## src/rtl/ens0_layer1_input_stage_pkg.sv

```systemverilog
// Shared constants and state encoding for the ens*_layer* input stages.
package ens0_layer1_input_stage_pkg;

  localparam int DEF_WIDTH = 256;
  localparam int DEF_CNT_W = 32;

  // Skid-buffer occupancy: nothing held, main only, main plus skid.
  typedef enum logic [1:0] {
    ST_EMPTY = 2'd0,
    ST_ONE   = 2'd1,
    ST_FULL  = 2'd2
  } stage_state_e;

endpackage

```

## src/rtl/ens0_layer1_input_stage_sat_counter.sv

```systemverilog
// Saturating up-counter: counts inc pulses, holds at all-ones.
module sat_counter #(
  parameter int W = 32
) (
  input  logic         clk,
  input  logic         rst,
  input  logic         inc,
  output logic [W-1:0] count
);

  // Count up on inc unless already at the maximum value.
  always_ff @(posedge clk or posedge rst) begin
    if (rst) begin
      count <= '0;
    end else if (inc && (count != {W{1'b1}})) begin
      count <= count + W'(1);
    end else begin
      count <= count;
    end
  end

endmodule

```

## src/rtl/ens0_layer1_input_stage.sv

```systemverilog
// Layer1 input stage: two-entry skid buffer between layer0 output and the
// layer1 neuron LUTs, with fully registered handshake outputs and an
// accepted-vector counter.
module ens0_layer1_input_stage
  import ens0_layer1_input_stage_pkg::*;
#(
  parameter int WIDTH = DEF_WIDTH,
  parameter int CNT_W = DEF_CNT_W
) (
  input  logic             clk,
  input  logic             rst,
  input  logic             s_valid,
  output logic             s_ready,
  input  logic [WIDTH-1:0] s_data,
  output logic             m_valid,
  input  logic             m_ready,
  output logic [WIDTH-1:0] m_data,
  output logic [CNT_W-1:0] vec_count
);

  stage_state_e     state_r;
  logic [WIDTH-1:0] main_r;
  logic [WIDTH-1:0] skid_r;
  logic             m_valid_r;
  logic             s_ready_r;
  logic             s_xfer_s;
  logic             m_xfer_s;

  // Handshakes use only registered ready/valid, so m_ready never reaches s_ready.
  assign s_xfer_s = s_valid & s_ready_r;
  assign m_xfer_s = m_valid_r & m_ready;

  assign s_ready = s_ready_r;
  assign m_valid = m_valid_r;
  assign m_data  = main_r;

  // Occupancy FSM: moves vectors between input, main and skid registers.
  always_ff @(posedge clk or posedge rst) begin
    if (rst) begin
      state_r   <= ST_EMPTY;
      main_r    <= '0;
      skid_r    <= '0;
      m_valid_r <= 1'b0;
      s_ready_r <= 1'b0;
    end else begin
      case (state_r)
        ST_EMPTY: begin
          s_ready_r <= 1'b1;
          if (s_xfer_s) begin
            main_r    <= s_data;
            m_valid_r <= 1'b1;
            state_r   <= ST_ONE;
          end else begin
            m_valid_r <= 1'b0;
          end
        end
        ST_ONE: begin
          if (s_xfer_s && !m_xfer_s) begin
            // Downstream stalled: park the new vector in the skid slot.
            skid_r    <= s_data;
            s_ready_r <= 1'b0;
            m_valid_r <= 1'b1;
            state_r   <= ST_FULL;
          end else if (m_xfer_s && !s_xfer_s) begin
            s_ready_r <= 1'b1;
            m_valid_r <= 1'b0;
            state_r   <= ST_EMPTY;
          end else if (s_xfer_s && m_xfer_s) begin
            main_r    <= s_data;
            s_ready_r <= 1'b1;
            m_valid_r <= 1'b1;
          end else begin
            s_ready_r <= 1'b1;
            m_valid_r <= 1'b1;
          end
        end
        ST_FULL: begin
          if (m_xfer_s) begin
            main_r    <= skid_r;
            s_ready_r <= 1'b1;
            state_r   <= ST_ONE;
          end else begin
            s_ready_r <= 1'b0;
          end
          m_valid_r <= 1'b1;
        end
        default: begin
          state_r   <= ST_EMPTY;
          m_valid_r <= 1'b0;
          s_ready_r <= 1'b1;
        end
      endcase
    end
  end

  sat_counter #(
    .W (CNT_W)
  ) u_vec_count (
    .clk   (clk),
    .rst   (rst),
    .inc   (s_xfer_s),
    .count (vec_count)
  );

endmodule

```

## config.mk

```make
export PLATFORM = sky130hd
export DESIGN_NAME = ens0_layer1_input_stage
export DESIGN_NICKNAME = d
export VERILOG_FILES = /design/src/rtl/ens0_layer1_input_stage_pkg.sv /design/src/rtl/ens0_layer1_input_stage_sat_counter.sv /design/src/rtl/ens0_layer1_input_stage.sv
export SDC_FILE = /design/constraint.sdc
export NUM_CORES = 1
export LEC_CHECK = 0
export ABC_AREA = 1
export CAP_MARGIN = 20
export CORE_MARGIN = 3
export CORE_UTILIZATION = 26
export DETAILED_ROUTE_END_ITERATION = 10
export DONT_BUFFER_PORTS = 1
export GPL_ROUTABILITY_DRIVEN = 0
export PLACE_DENSITY = 0.42
export SYNTH_ARGS = -nofsm -noshare
export SYNTH_HDL_FRONTEND = slang
export SYNTH_HIERARCHICAL = 1
export SYNTH_SLANG_ARGS = --single-unit
```

## constraint.sdc

```tcl
create_clock -name clk -period 18.81 [get_ports clk]
set_input_delay 1.881 -clock clk [delete_from_list [all_inputs] [get_ports clk]]
set_output_delay 1.881 -clock clk [all_outputs]
set_load 0.01 [all_outputs]
```

# ---- Yosys cells after proc, flatten, opt, wreduce, memory -nomap -nowiden
# Index checks and enable logic that the tools add are counted.
dict set report totals {
  out_inout_bits 290
  reg_bits 548
  wordCells 47
  in_bits 260
}
dict set report classes {
  muxes 18
  n_reduce_logical 11
  bitwise_logic 2
  n_addsub 1
  n_eq_ne 9
}
# cell count
set ops {}
lappend ops {{$mux W256} 5}
lappend ops {{$pmux W256 S3} 1}
lappend ops {{$add A32 B1 Y32 const B} 1}
lappend ops {{$ne A32 B32 Y1 const B} 1}
lappend ops {{$ne A2 B2 Y1 const B} 5}
lappend ops {{$mux W2} 4}
lappend ops {{$pmux W2 S3} 1}
lappend ops {{$reduce_and A6 Y1} 1}
lappend ops {{$mux W1} 5}
lappend ops {{$logic_and A1 B1 Y1} 4}
lappend ops {{$ne A3 B3 Y1 const B} 1}
lappend ops {{$pmux W1 S3} 1}
lappend ops {{$reduce_and A3 Y1} 1}
lappend ops {{$reduce_bool A3 Y1} 1}
lappend ops {{$and A1 B1 Y1} 2}
lappend ops {{$eq A2 B1 Y1 const B} 1}
lappend ops {{$eq A2 B2 Y1 const B} 1}
lappend ops {{$logic_not A1 Y1} 2}
lappend ops {{$logic_not A2 Y1} 1}
lappend ops {{$pmux W1 S2} 1}
lappend ops {{$reduce_and A2 Y1} 1}

# ---- Longest topological paths before layout
dict set report logic_depth {
  word_depth 6
  ltp_mapped 11
  mapped_depth_nobuf 10
}

# ---- By module
# The synthesis kept the hierarchy.
# module cells_each instances seq_area_each_um2 area_each_um2
set modules_own_cells {}
lappend modules_own_cells {ens0_layer1_input_stage 2830 1 12912.4 23088.4}
lappend modules_own_cells {sat_counter 361 1 800.8 2257.2}

# ---- Worst setup path before layout
# OpenSTA, ideal clock, no wires.
dict set report synth_path {
  kind {input -> register}
  from {in s_valid}
  to {reg skid_r[0]}
  path_buffers 2
  t_required_ns 18.680
  setup_time_ns 0.130
  stages 6
  t_arrival_ns 2.833
  setup_slack_ns 15.847
  cell_sequence {nand2_1 -> inv_1 -> nand3_2 -> clkbuf_1 -> clkbuf_1 -> o21ai_0}
}
dict set report synth_between {
  elab_chain_cells 3
}
# element line
set synth_lines {}
lappend synth_lines {{from (decl)} ens0_layer1_input_stage.sv:12} ;# input logic s_valid,
lappend synth_lines {{$and A1 B1 Y1} ens0_layer1_input_stage.sv:30} ;# assign s_xfer_s = s_valid & s_ready_r;
lappend synth_lines {{via s_xfer_s} ens0_layer1_input_stage.sv:26} ;# logic s_xfer_s;
lappend synth_lines {{$logic_and A1 B1 Y1} ens0_layer1_input_stage.sv:58} ;# if (s_xfer_s && !m_xfer_s) begin
lappend synth_lines {{$reduce_and A2 Y1 (no source line)} --}
lappend synth_lines {{to (signal assigned)} ens0_layer1_input_stage.sv:60} ;# skid_r <= s_data;
lappend synth_lines {{to (decl)} ens0_layer1_input_stage.sv:23} ;# logic [WIDTH-1:0] skid_r;
# The timed path passes the listed nets, and every way through them passes these cells.
# A chain may end at the register's enable or synchronous reset.

# ---- Worst setup path in the final report
dict set report layout_path {
  from {in s_valid}
  to {reg main_r[127], in the netlist m_data[127]}
}
dict set report layout_between {
  elab_chain_cells 5
  elab_cells_between_ends 10
  cone_classes {4 x eq/ne; 1 x bitwise; 5 x reduce/logical}
}
# element line
set layout_lines {}
lappend layout_lines {{$and A1 B1 Y1 *} ens0_layer1_input_stage.sv:30}
lappend layout_lines {{$logic_not A1 Y1} ens0_layer1_input_stage.sv:64} ;# end else if (m_xfer_s && !s_xfer_s) begin
lappend layout_lines {{$logic_and A1 B1 Y1} ens0_layer1_input_stage.sv:64}
lappend layout_lines {{$ne A2 B2 Y1 (no source line)} --}
lappend layout_lines {{$reduce_and A6 Y1 (no source line) *} --}
lappend layout_lines {{to (signal assigned)} ens0_layer1_input_stage.sv:50} ;# main_r <= s_data;
lappend layout_lines {{to (signal assigned)} ens0_layer1_input_stage.sv:69} ;# main_r <= s_data;
lappend layout_lines {{to (signal assigned)} ens0_layer1_input_stage.sv:79} ;# main_r <= skid_r;
lappend layout_lines {{to (decl)} ens0_layer1_input_stage.sv:22} ;# logic [WIDTH-1:0] main_r;
# Every way passes the cells marked *; elsewhere a longest branch is shown, timed or not.

==> flow_summary.yaml <==
outcome:
  outcome: "finished clean"
grt:
  grt_pass1_wl_mm: 129.3
  grt_max_degree: 247
  overflow: 0
  grt_usage: 0.1622
  antenna_found_initial: 12
  grt_pass1_vias: 19560
place:
  post-dp-hpwl_mm: 52.43
  place_area_um2: 26190
  io_buffers: 0
drt:
  drt.antenna.violating_nets: 0
  post-route-drc-count: 0
  wl_per_cell_um: 19.12
  vias_per_cell: 4.603
  dr_total_vias: 20180
  drtIter0Drc: 1499
  firstDrtPassIters: 5
  wl_mm: 83.82
clock_tree:
  cts_tree: "built"
  cts_post_setup_buffers_inserted: 0
  cts.htree.levels: 3
  holdBufCountCts: 0
  cts_resized: 0
  clk_pin_slew_worst_paths_ns: 0.05
  root_buffer: "clkbuf_16"
  clock-sinks: 548
  cts_made_buffers: 71
  clockBufferDepth: 3
  clock_latency_ns: 0.63
final_layout:
  fin_nets: 3324
  syn_to_final_growth_pct: 12.61
  multi_input_comb_area_um2: 9554
  seq_area_um2: 13710
  fin_area_um2: 28540
  drive_gt1_frac: 0.04921
  final_core_util: 0.2977
  fillers: 10300
pwr:
  irDropWorstVdd_v: 0.0001909
  powerDensity_nw_per_um2: 187.9
  power_leakage_nw: 13.92
yosys:
  syn_avg_cell_area_um2: 7.943
  synth_cells: 3191
  synth_area_um2: 25350
  synthFlopType: "dfrtp_1"
  synth_top_cell_area_share: 0.5410
  synth_cell_type_count: 29
  synth_commonest_cells: "nand2_1 (1,232), dfrtp_1 (548), o21ai_0 (515), inv_1 (290), nand4_1 (257)"
  yosysTopAreaCell: "dfrtp_1"
  netlist_top_cells_area: "dfrtp_1 (54%), nand2_1 (18%), o21ai_0 (10%), nand4_1 (6.3%), inv_1 (4.3%)"
  synth_edf_count: 0
  ys_seq_elements: 548
  synth_most_common_cell: "nand2_1"
  synthArstFlopShare: 1.000
  syn_nets: 3457
  ys_warn_count: 6
  ys_seq_area_frac: 0.5410
worst_setup_path:
  endpoint_kind: "register"
  path_buf_inv: 3
  crit_path_max_incr_delay_ns: 0.86
  crit_arrival_ns: 4.86
  reg2reg_setup_slack_ns: 14.72
  worst_setup_path_start_kind: "primary input"
  critical_path_required_ns: 19.37
  path_delay_family: "buffers and inverters"
  slowest_stage: "buf_4"
  crit_chain: "nand2_1, nand2_1, nand2_1, inv_8, buf_4, buf_4, nand4_1, nand2_1"
  reg2reg_depth: 11
  crit_cells: 8
  critical_path_class: "primary input to register"
  cp_max_fo: 124
  crit_top_cell: "nand2_1"
sta:
  max_clock_freq_mhz: 232.4
  period_share: 0.2287
  finalSetupTns_ns: 0
  worst_pin_slew_ns: 1.158
  rsz0062_at_grt: "no"
  setup_viol: 0
  drv_slew: 0
  finalHoldViolations: 0
  maxSlewHeadroom: 0.2280
  finClkSkew_ns: 0.01752
  fin_crit_ns: 4.303
die:
  die_w_um: 318.2
  initial_utilization: 0.2644
  coreArea_um2: 95860
  die_h_um: 318.2
  ios: 550
  die_area_um2: 101300
  rows: 113
min_path:
  min_path_type: "register to register"
  hold_depth: 2
run:
  cap_violations: 0
## layout by cell type (no fill, tap or decap), drive strengths merged, types with 9 or more instances in the layout
cell       n
diode      9
nand3     24
nor2      58
nand4    257
dfrtp    548
nand2   1238
clkinv    10
inv      297
buf       25
clkbuf   103
o21ai    516
## final timing paths
path	from	to
setup reg to reg	state_r[0]	m_data[145]
setup / recovery	s_valid	m_data[127]
min in group asynchronous	rst	u_vec_count/count[1]
max in group asynchronous	rst	skid_r[7]
hold / removal	skid_r[103]	skid_r[103]
hold reg to reg	skid_r[103]	skid_r[103]
## where the power goes
group / total (mW) / internal [mW] / switching [mW]
clock: 1.36 / 0.809 / 0.548
combinational: 1.72 / 0.488 / 1.23
sequential: 2.28 / 1.73 / 0.550
## cells by family (layout without fill, tap and decap cells)
family | Yosys count | count (layout) | synth area share
xor gates and xnor gates | 12 | 12 | 0.004147
and+or+nand+nor | 1582 | 1582 | 0.2648
adders and majority gates | 6 | 6 | 0.002962
other | 0 | 9 | 0
AOI/OAI and AO/OA | 520 | 520 | 0.1029
DFF | 548 | 548 | 0.5410
buffers and inverters | 523 | 441 | 0.08412
## per-layer routing
| metal | wire length (µm) | vias to the layer above | GRT usage |
|---|---|---|---|
| met5 | 39 | - | 0 |
| met4 | 1859 | 6 | 0.05223 |
| met3 | 6096 | 95 | 0.05332 |
| met2 | 39360 | 496 | 0.2576 |
| met1 | 36470 | 9582 | 0.2085 |
| li1 | - | 9998 | - |
## per-stage QoR
stage / setup WS [ns] / hold slack [ns] / std cells / power, mW
2_1_floorplan: 2.516 / 0.4529 / 3191 / 3.473
3_3_place_gp: 13.69 / 0.4655 / 4249 / 4.051
3_5_place_dp: 13.64 / 0.4729 / 4249 / 4.076
4_1_cts: 14.26 / 0.4870 / 4373 / 5.476
5_1_grt: 14.09 / 0.5011 / 4381 / 5.825
6_report: 14.51 / 0.4823 / 4383 / 5.362
## cell type report
| cell class | count | area share |
|---|---|---|
| inverters | 292 | 0.03893 |
| well taps | 1265 | 0.05546 |
| repair buffers | 25 | 0.009031 |
| flip-flops and latches | 548 | 0.4805 |
| multi-input cells | 2120 | 0.3348 |
| clock inverters | 21 | 0.009206 |
| clock buffers | 103 | 0.07137 |
| diodes | 9 | 0.0007891 |
## state kept, by name, indices dropped and copies added, names as in the netlist
| signal | flops |
|---|---|
| m_valid | 1 |
| skid_r | 256 |
| s_ready | 1 |
| u_vec_count/count | 32 |
| state_r | 2 |
| m_data | 256 |
## worst register-to-register path, cell delays in order, from the launching register on
cell and delay (ns):
dfrtp_1 0.43, inv_1 0.15, ha_4 0.74, nand2_1 0.12
nand2_1 0.19, inv_8 0.19, nand3_4 0.46, buf_4 0.31
buf_16 0.33, buf_4 0.85, nand2_1 0.16, nand2_1 0.09
Note: power is estimated with default switching activity, not from simulation.
